## src/rtl/cpu_defs.sv

```systemverilog
// Shared CPU definitions: reset vector, instruction width and the fetch-queue
// state encoding and FIFO entry layout used by the fetch stage.
package cpu_defs;

  localparam logic [31:0] RESET_PC = 32'h0000_3000;
  localparam int          INSTR_W  = 32;

  typedef enum logic [1:0] {
    FQ_IDLE = 2'd0,
    FQ_WAIT = 2'd1,
    FQ_DROP = 2'd2
  } fq_state_e;

  typedef struct packed {
    logic [31:0]        pc;
    logic [INSTR_W-1:0] instr;
  } fq_entry_t;

endpackage

```

## src/rtl/fq_fifo.sv

```systemverilog
// DEPTH-entry synchronous FIFO of {pc, instr} pairs. Clear beats push and pop;
// the head is read combinationally and reads as zero while empty.
module fq_fifo
  import cpu_defs::*;
#(
  parameter  int DEPTH = 2,
  localparam int PTR_W = $clog2(DEPTH)
) (
  input  logic           clk,
  input  logic           reset,
  input  logic           push,
  input  logic           pop,
  input  logic           clear,
  input  fq_entry_t      push_data,
  output fq_entry_t      head,
  output logic [PTR_W:0] count
);

  localparam logic [PTR_W:0] FULL = (PTR_W + 1)'(DEPTH);

  fq_entry_t        mem [DEPTH];
  logic [PTR_W-1:0] wr_ptr;
  logic [PTR_W-1:0] rd_ptr;
  logic             do_push;
  logic             do_pop;

  assign do_pop  = pop & (count != '0) & ~clear;
  assign do_push = push & ((count != FULL) | do_pop) & ~clear;

  always_ff @(posedge clk) begin
    if (reset || clear) begin
      wr_ptr <= '0;
      rd_ptr <= '0;
      count  <= '0;
    end else begin
      if (do_push) wr_ptr <= wr_ptr + 1'b1;
      if (do_pop)  rd_ptr <= rd_ptr + 1'b1;
      case ({do_push, do_pop})
        2'b10:   count <= count + 1'b1;
        2'b01:   count <= count - 1'b1;
        default: count <= count;
      endcase
    end
  end

  // NOTE: storage has no reset; entries are only visible once count covers them,
  // and the head is forced to zero while empty so reset outputs are still defined.
  always_ff @(posedge clk) begin
    if (do_push) mem[wr_ptr] <= push_data;
  end

  assign head = (count != '0) ? mem[rd_ptr] : '0;

endmodule

```

## src/rtl/fetch_queue.sv

```systemverilog
// Instruction-fetch stage: issues one outstanding imem fetch at a time, buffers
// {pc, instr} pairs for decode and enables the PC register on accept or redirect.
module fetch_queue
  import cpu_defs::*;
#(
  parameter  int DEPTH = 2,
  localparam int PTR_W = $clog2(DEPTH)
) (
  input  logic               clk,
  input  logic               reset,
  input  logic [31:0]        pc,
  output logic               pc_en,
  input  logic               flush,
  output logic               imem_req,
  output logic [31:0]        imem_addr,
  input  logic               imem_gnt,
  input  logic               imem_rvalid,
  input  logic [INSTR_W-1:0] imem_rdata,
  output logic               id_valid,
  input  logic               id_ready,
  output logic [INSTR_W-1:0] id_instr,
  output logic [31:0]        id_pc
);

  fq_state_e      state;
  fq_state_e      state_nxt;
  logic [31:0]    req_pc;
  logic [PTR_W:0] count;
  logic           outstanding;
  logic           space;
  logic           accept;
  logic           push;
  logic           pop;
  fq_entry_t      head;
  logic           unused_pc_bits;

  // A fetch in flight (kept or being dropped) reserves a FIFO slot.
  assign outstanding = (state != FQ_IDLE);
  assign space       = (int'(count) + int'(outstanding)) < DEPTH;
  assign accept      = imem_req & imem_gnt;

  // NOTE: always_comb uses blocking assignments with every output defaulted first,
  // so no path leaves a signal unassigned and no latch is inferred.
  always_comb begin
    state_nxt = state;
    imem_req  = 1'b0;
    push      = 1'b0;
    case (state)
      FQ_IDLE: begin
        imem_req = space & ~flush & ~reset;
        if (imem_req && imem_gnt) state_nxt = FQ_WAIT;
      end
      FQ_WAIT: begin
        if (flush) begin
          state_nxt = imem_rvalid ? FQ_IDLE : FQ_DROP;
        end else if (imem_rvalid) begin
          push      = 1'b1;
          state_nxt = FQ_IDLE;
        end
      end
      FQ_DROP: begin
        if (imem_rvalid) state_nxt = FQ_IDLE;
      end
      default: state_nxt = FQ_IDLE;
    endcase
  end

  // NOTE: sequential state uses non-blocking assignments so every register
  // samples pre-edge values regardless of statement order.
  always_ff @(posedge clk) begin
    if (reset) begin
      state  <= FQ_IDLE;
      req_pc <= '0;
    end else begin
      state <= state_nxt;
      if (accept) req_pc <= pc;
    end
  end

  assign pc_en     = flush | accept;
  assign imem_addr = {pc[31:2], 2'b00};
  assign pop       = id_valid & id_ready & ~flush;

  fq_fifo #(.DEPTH(DEPTH)) u_fifo (
    .clk       (clk),
    .reset     (reset),
    .push      (push),
    .pop       (pop),
    .clear     (flush),
    .push_data ('{pc: req_pc, instr: imem_rdata}),
    .head      (head),
    .count     (count)
  );

  assign id_valid = (count != '0);
  assign id_instr = head.instr;
  assign id_pc    = head.pc;

  // Alignment of pc is the PC register's concern; the low bits are ignored here.
  assign unused_pc_bits = ^pc[1:0];

endmodule
```

## config.mk

```make
export PLATFORM = sky130hd
export DESIGN_NAME = fetch_queue
export DESIGN_NICKNAME = d
export VERILOG_FILES = /design/src/rtl/cpu_defs.sv /design/src/rtl/fq_fifo.sv /design/src/rtl/fetch_queue.sv
export SDC_FILE = /design/constraint.sdc
export NUM_CORES = 1
export LEC_CHECK = 0
export ABC_AREA = 1
export CAP_MARGIN = 10
export CORE_MARGIN = 2
export CORE_UTILIZATION = 49
export DETAILED_ROUTE_END_ITERATION = 7
export PLACE_DENSITY = 0.8
export RECOVER_POWER = 25
export SLEW_MARGIN = 40
export SYNTH_ARGS = -nofsm -noshare
export SYNTH_HDL_FRONTEND = slang
export SYNTH_SLANG_ARGS = --single-unit
```

## constraint.sdc

```tcl
create_clock -name clk -period 6.1 [get_ports clk]
set_clock_uncertainty 0.05 [all_clocks]
set_input_delay 1.22 -clock clk [delete_from_list [all_inputs] [get_ports clk]]
set_output_delay 1.22 -clock clk [all_outputs]
set_load 0.005 [all_outputs]
```

* After elaboration in Yosys (flattened, before gate mapping)
Memory sizes are Yosys's and may differ from the RTL's. A register that Yosys moved wholly into a read port is not among the register bits. Cells that the tools add are included.
Cells by class: $add $sub $neg 5, multipliers 0, div/mod/pow operators 0, order comparisons 1, equal/unequal tests 6, shifts and indexed selects 0, mux-type cells 15, bitwise gates (word level) 13, reductions and logical operators 6
Operator list (count):
- 64-bit two-way mux | 1
- 1-bit bitwise AND | 9
- 1-bit two-way mux | 8
- 2-bit two-way mux | 4
- 2-bit case mux with 3 select lines | 1
- 2-bit nonzero test | 3
- 2-bit by 1-bit == test with 1-bit output (second input constant) | 2
- 2-bit == test (second input constant) | 2
- 2-bit != test (second input constant) | 2
- 2-bit case mux with 2 select lines | 1
- 2-bit by 1-bit adder with 3-bit output | 1
- 3-bit by 2-bit less-than comparator with 1-bit output (second input constant) | 1
- 1-bit adder (second input constant) | 2
- 2-bit by 1-bit adder with 2-bit output (second input constant) | 1
- 2-bit zero test | 1
- 1-bit NOT | 2
- 1-bit OR | 2
- 2-bit by 1-bit subtractor with 2-bit output (second input constant) | 1
- 1-bit logical AND | 1
- 1-bit logical OR | 1
Word-level totals: bits in registers 38, bits in latches 0, memory bits (writable) 128, memory bits (read-only) 0, bits of input ports 70, word-level logic and storage cells 52, memories 1
Memories:
- u_fifo.mem | depth 2, width 64, rd ports 1, clocked after memory_dff 1, write ports 1, RTL line fq_fifo.sv:21 | fq_entry_t mem [DEPTH];

* Logic depth before layout (Yosys ltp)
Gate-level depths: netlist of run 1.
word-level depth 10, gate-level depth with buffers 9, gate-level depth less buffers 9

* By module
From an unflattened synthesis of run 1, not the netlist that was laid out.
Second synthesis, totals: cell total of the unflattened synthesis 641, area total of the unflattened synthesis 6975.4 um^2
Modules (own cells, without submodules):
- fq_fifo | times used 1, cells an instance 383, area an instance 5285.1 um^2, seq. area each 3943.8 um^2
- fetch_queue | times used 1, cells an instance 258, area an instance 1690.4 um^2, seq. area each 680.7 um^2

* Worst setup path before layout of run 1
No wires, ideal clock.
path kind input -> register, start in imem_rvalid, end mem u_fifo.mem[0][0] (netlist name) (enable), setup time 486 ps, arrival time 4277 ps, data required time 5564 ps, slack 1286 ps, stages 4, path through nand2_1 -> nor3_1 -> nand2_1 -> nor2_1
Between the ends: cells in the longest elaborated chain, start to end 7
Ends and longest elaborated chain:
- start: declaration | RTL line fetch_queue.sv:17 | input logic imem_rvalid,
- 1-bit two-way mux | RTL line fetch_queue.sv:56 | end else if (imem_rvalid) begin
- 1-bit two-way mux | RTL line fetch_queue.sv:54 | if (flush) begin
- 1-bit two-way mux | RTL line fetch_queue.sv:48 | case (state)
- 1-bit bitwise AND (2 in a row) | RTL line fq_fifo.sv:28 | assign do_push = push & ((count != FULL) | do_pop) & ~clear;
- 1-bit two-way mux | RTL line fq_fifo.sv:49 | if (do_push) mem[wr_ptr] <= push_data;
- 1-bit two-way mux (not written as such) | RTL line fq_fifo.sv:49
- end: declaration | RTL line fq_fifo.sv:21
Every way passes these cells.

* Worst setup path after layout of run 1
start in flush, end out imem_req
Between the ends: cells in the longest elaborated chain, start to end 4
Ends and longest elaborated chain:
- start: declaration | RTL line fetch_queue.sv:13 | input logic flush,
- 1-bit NOT | RTL line fetch_queue.sv:50 | imem_req = space & ~flush & ~reset;
- 1-bit bitwise AND (2 in a row) | RTL line fetch_queue.sv:50
- 1-bit two-way mux | RTL line fetch_queue.sv:48
- end: declaration | RTL line fetch_queue.sv:14 | output logic imem_req,
Every way passes these cells.

==> results.json, run 1 <==
{
  "clock_sinks": 167,
  "slew_violations": 0,
  "synth_top_area_cell": "edfxtp_1",
  "clkTransAtPathRegs_ps": 60,
  "synth.distinct_cells": 23,
  "path_cells": "clkdlybuf4s50_1, nor2_4, inv_1, nor4_1, clkdlybuf4s50_1",
  "fillers": 993,
  "coreArea_um2": 13200,
  "slew_headroom_pct": 52.8,
  "endpoint_kind": "output pin",
  "multi_input_area_um2": 1490,
  "grt_overflow_total": 0,
  "placed_area_um2": 8200,
  "tritoncts": "yes",
  "final_cell_mix": "nand2_1, clkdlybuf4s50_1, edfxtp_1",
  "port_buffers": 166,
  "max_freq_ghz": 0.248,
  "drt_wl_total_mm": 13.3,
  "grt_usage_pct": 18.7,
  "power_density_nw_per_um2": 279,
  "htree_levels": 4,
  "via_per_inst": 4.74,
  "crit_family": "buffers and inverters",
  "dieArea_um2": 14500,
  "syn_area_um2": 6650,
  "dr.pass1.iters": 5,
  "regArea_um2": 4630,
  "grt_pass1_vias": 4281,
  "synthTopCellsByArea": "edfxtp_1, dfxtp_1, nand2_1, a21oi_1, nor2_1",
  "clk_latency_ps": 400,
  "hold_buffers": 0,
  "cp-start-kind": "input pin",
  "cap_violations": 0,
  "clockRootBuffer": "clkbuf_16",
  "synth.avg_cell_area_um2": 10.6,
  "worstMarginPinSlew_ps": 708,
  "areaGrowthSynthToFinish_pct": 32.5,
  "hp-class": "reg -> reg",
  "yosysWarnings": 0,
  "ir_drop_mv": 0.195,
  "vias": 4489,
  "rows": 42,
  "post_cts_buffers": 0,
  "met1_usage_pct": 24.4,
  "crit_top_cell": "clkdlybuf4s50_1",
  "worst-path-buf-inv": 3,
  "outcome": "completed",
  "initial_core_util_pct": 50.2,
  "cellLeakagePower_nw": 3.37,
  "setup_viol": 0,
  "nNetsFinal": 829,
  "rsz0062_at_grt": "false",
  "cts_resized": 0,
  "final_area_um2": 8810,
  "io_pins": 169,
  "min_period_over_period_pct": 66.2,
  "drcViolationCount": 0,
  "yosysTopAreaCellShare_pct": 57.8,
  "use_met2_pct": 30.9,
  "arrival_ps": 2770,
  "ys_ff_latch": 167,
  "dp.final_hpwl_mm": 8.27,
  "grt_antenna_before_repair": 0,
  "drive_gt1_share_pct": 5.45,
  "n_antenna_cell": 0,
  "wl_per_cell_um": 14.0,
  "grt.busiest_layer": "met2",
  "path_class": "in -> out",
  "fin_crit_ps": 4040,
  "slowest_delay_ps": 540,
  "gp_congestion": 0.884,
  "hold_viol_final": 0,
  "crit_fanout": 6,
  "required_ps": 4830,
  "syn_inst": 629,
  "layout_commonest_cell": "nand2_1",
  "grt_pass1_wl_mm": 21.0,
  "drtIter0Drc": 416,
  "cts_inserted_buffers": 17,
  "synth_seq_area_share_pct": 69.5,
  "fp.dieH_um": 120,
  "finalSetupTns_ps": 0,
  "critPathSlowestCell": "clkdlybuf4s50_1",
  "cts_max_path_buffers": 2,
  "grt_use_met3_pct": 5.38,
  "grt_max_degree": 66,
  "drtAntennaViolNets": 0,
  "dieWidth_um": 120
}
## power breakdown
group / switching, mW / total [mW] / internal (mW)
logic: 0.0539 / 0.126 / 0.0722
registers: 0.00990 / 1.25 / 1.24
clock network: 0.402 / 1.08 / 0.683
## stage by stage
step / hold WS (ps) / util (%) / total power, mW / instances / setup slack, ps
2_1_floorplan: 376 / - / 1.33 / 630 / 1290
3_3_place_gp: 381 / 61.9 / 1.40 / 915 / 2080
3_5_place_dp: 387 / 61.9 / 1.40 / 915 / 2060
4_1_cts: 402 / 66.5 / 2.48 / 947 / 2060
5_1_grt: 416 / 66.5 / 2.54 / 947 / 1970
6_report: 399 / 66.5 / 2.46 / 947 / 2060
## final cells by class
cell class	count	share of cell area [%]
timing repair buffer	170	19.2
tap	176	2.50
multi-input combinational	357	16.9
clock buffer	19	4.91
inverter	45	2.00
sequential	167	52.5
clock inverter	13	2.04
## cell usage after synthesis (all sizes together)
cell type / n
or2: 1
edfxtp: 128
conb: 1
ha: 1
clkbuf: 13
nor3: 1
inv: 45
nand3b: 1
nand2: 201
nor4: 2
nand4: 3
o21ai: 3
nand3: 3
dfxtp: 39
buf: 48
nor2: 69
a21oi: 70
## layer usage
metal,up-vias,part of all wire (%)
met5,-,0
met4,0,0.30
met3,4,6.9
met2,158,50
met1,2044,43
li1,2283,-
## final timing paths
kind         startpoint                 to  slack [ps]  depth (start not counted)
max               flush           imem_req        2060                          5
min           req_pc[9]  u_fifo.mem[1][41]         400                          0
max reg2reg    state[0]  u_fifo.mem[0][20]        3610                          5
min reg2reg   req_pc[9]  u_fifo.mem[1][41]         400                          0
## kinds of logic after synthesis
family / count (synthesis) / synth area share [%]
other: 1 / 0.0564
DFF: 167 / 69.5
buffers and inverters: 106 / 8.30
and+or+nand+nor: 281 / 16.4
adders and majority gates: 1 / 0.188
AOI/OAI and AO/OA: 73 / 5.49
## sequential cells by signal, indices dropped and copies added, names as in the netlist, named ones only
name	count
state	2
req_pc	32
u_fifo.count	2
u_fifo.wr_ptr	1
u_fifo.mem	128
u_fifo.rd_ptr	1
## worst reg2reg max path, delay by kind of cell (launching register included)
family	cells	cell delay [ps]
AND/OR/NAND/NOR	4	1030
buffers and inverters	1	600
flip-flops	1	390
Power figures use the tool's default switching activity.
==> inputs of run 2 (changes only) <==
==> constraint.sdc (replaced) <==
create_clock -name clk -period 3.8 [get_ports clk]
set_clock_uncertainty 0.05 [all_clocks]
set_input_delay 0.76 -clock clk [delete_from_list [all_inputs] [get_ports clk]]
set_output_delay 0.76 -clock clk [all_outputs]
set_load 0.005 [all_outputs]
==> run 2 against run 1 <==
- flip-flop and latch count did not move
- utilization fell by 0.085 points
- hold slack better by 2.9 ps
- critical path depth did not move
- count of clock-buffer cells in the layout unchanged
- global-route usage is 0.47 points higher
- total power increased by 57%
- design area shrank 0.13%
- via count is 3.2% higher
==> results.json, run 2 (synthesized netlist as in run 1, its figures left out) <==
{
  "outcome": "completed",
  "p_sw_share_pct": 20.3,
  "setup_viol": 0,
  "drtAntennaViolNets": 0,
  "ir_drop_mv": 0.300,
  "coreArea_um2": 13200,
  "top_register": "u_fifo.mem",
  "fin_crit_ps": 3250,
  "max_freq_ghz": 0.308,
  "path_class": "in -> out",
  "drive_gt1_share_pct": 5.94,
  "largest_register_ffs": 128,
  "finalSetupTns_ps": 0,
  "clkPwrFrac_pct": 42.8,
  "use_met2_pct": 32.2,
  "dr.pass1.iters": 5,
  "nNetsFinal": 833,
  "clk_latency_ps": 410,
  "drtIter0Drc": 340,
  "grt_pass1_wl_mm": 21.6,
  "endpoint_kind": "output pin",
  "cts_inserted_buffers": 17,
  "min_period_over_period_pct": 85.4,
  "cap_violations": 0,
  "grt_usage_pct": 19.2,
  "power_frac_seq_pct": 51.9,
  "grt_antenna_before_repair": 0,
  "cts_resized": 0,
  "grt_max_degree": 65,
  "hold_buffers": 0,
  "grt_use_met3_pct": 4.86,
  "pre_cts_ws_ps": 572,
  "clockRootBuffer": "clkbuf_16",
  "met1_usage_pct": 24.1,
  "cp-start-kind": "input pin",
  "power.total_mw": 3.87,
  "clkTransAtPathRegs_ps": 60,
  "rsz0062_at_grt": "false",
  "cts_max_path_buffers": 2,
  "htree_levels": 4,
  "drcViolationCount": 0,
  "hold_viol_final": 0,
  "gp_congestion": 0.818,
  "layout_commonest_cell": "nand2_1",
  "dieWidth_um": 120,
  "fillers": 1033,
  "power_density_nw_per_um2": 440,
  "hp-class": "reg -> reg",
  "p_switching_mw": 0.784,
  "reg.largest.list": "u_fifo.mem: 128 flops, req_pc: 32 flops",
  "n_antenna_cell": 0,
  "initial_core_util_pct": 50.2,
  "vias": 4632,
  "dp.cells": 919,
  "via_per_inst": 4.87,
  "slew_headroom_pct": 53.9,
  "p_comb_share_pct": 5.3,
  "slew_violations": 0,
  "worst_slack_ps": 554,
  "grt.busiest_layer": "met2",
  "arrival_ps": 2440,
  "instances_no_fill": 951,
  "rows": 42,
  "post_cts_buffers": 0,
  "drt_wl_total_mm": 13.7,
  "port_buffers": 166,
  "grt_pass1_vias": 4616,
  "intPower_mw": 3.08,
  "clock_sinks": 167,
  "areaGrowthSynthToFinish_pct": 32.3,
  "fp.dieH_um": 120,
  "timing.hold.ws_ps": 402,
  "crit_fanout": 6,
  "wl_per_cell_um": 14.4,
  "grt_overflow_total": 0,
  "dieArea_um2": 14500,
  "cellLeakagePower_nw": 3.36,
  "final_cell_mix": "nand2_1, clkdlybuf4s50_1, edfxtp_1",
  "dp.final_hpwl_mm": 8.69,
  "tritoncts": "yes",
  "worstMarginPinSlew_ps": 692,
  "required_ps": 2990,
  "io_pins": 169
}
-- run 2: worst paths after layout --
check,from,endpoint,slack (ps),cells past startpoint
min reg2reg,req_pc[31],u_fifo.mem[0][63],400,0
max,flush,imem_req,550,5
max reg2reg,state[0],u_fifo.mem[0][13],1830,5
min,req_pc[31],u_fifo.mem[0][63],400,0
-- run 2: power groups by stage --
stage / Clock [mW] / Sequential, mW / Combinational [mW]
after floorplan: 0 / 2.04 / 0.0932
after global placement: 0 / 2.04 / 0.203
after detailed placement: 0 / 2.05 / 0.207
after CTS: 1.68 / 2.01 / 0.210
after global routing: 1.74 / 2.01 / 0.226
final: 1.66 / 2.01 / 0.204
-- run 2: layout make-up --
class | count | area, um2 | share of cell area [%]
flip-flops and latches | 167 | 4630 | 52.6
repair buffers | 174 | 1720 | 19.6
multi-input cells | 357 | 1490 | 16.9
clock buffers | 19 | 433 | 4.92
well taps | 176 | 220 | 2.50
inverters | 45 | 171 | 1.95
clock inverters | 13 | 144 | 1.63
-- run 2: metal layers --
layer | wire, um | part of all wire (%) | up-vias
met5 | 0 | 0 | -
met4 | 200 | 1.5 | 0
met3 | 1080 | 7.9 | 19
met2 | 6630 | 48 | 223
met1 | 5800 | 42 | 2100
li1 | - | - | 2290
-- run 2: per-stage QoR --
stage	utilization [%]	area, um2
after global routing	66.5	8800
after global placement	62.1	8220
final	66.5	8800
after floorplan	-	6660
after detailed placement	62.1	8220
after CTS	66.5	8800
-- run 2: worst max-delay path: stages --
cell	delay, ps
clkdlybuf4s50_1	540
nor2_4	220
inv_1	80
nor4_1	240
clkdlybuf4s50_1	590
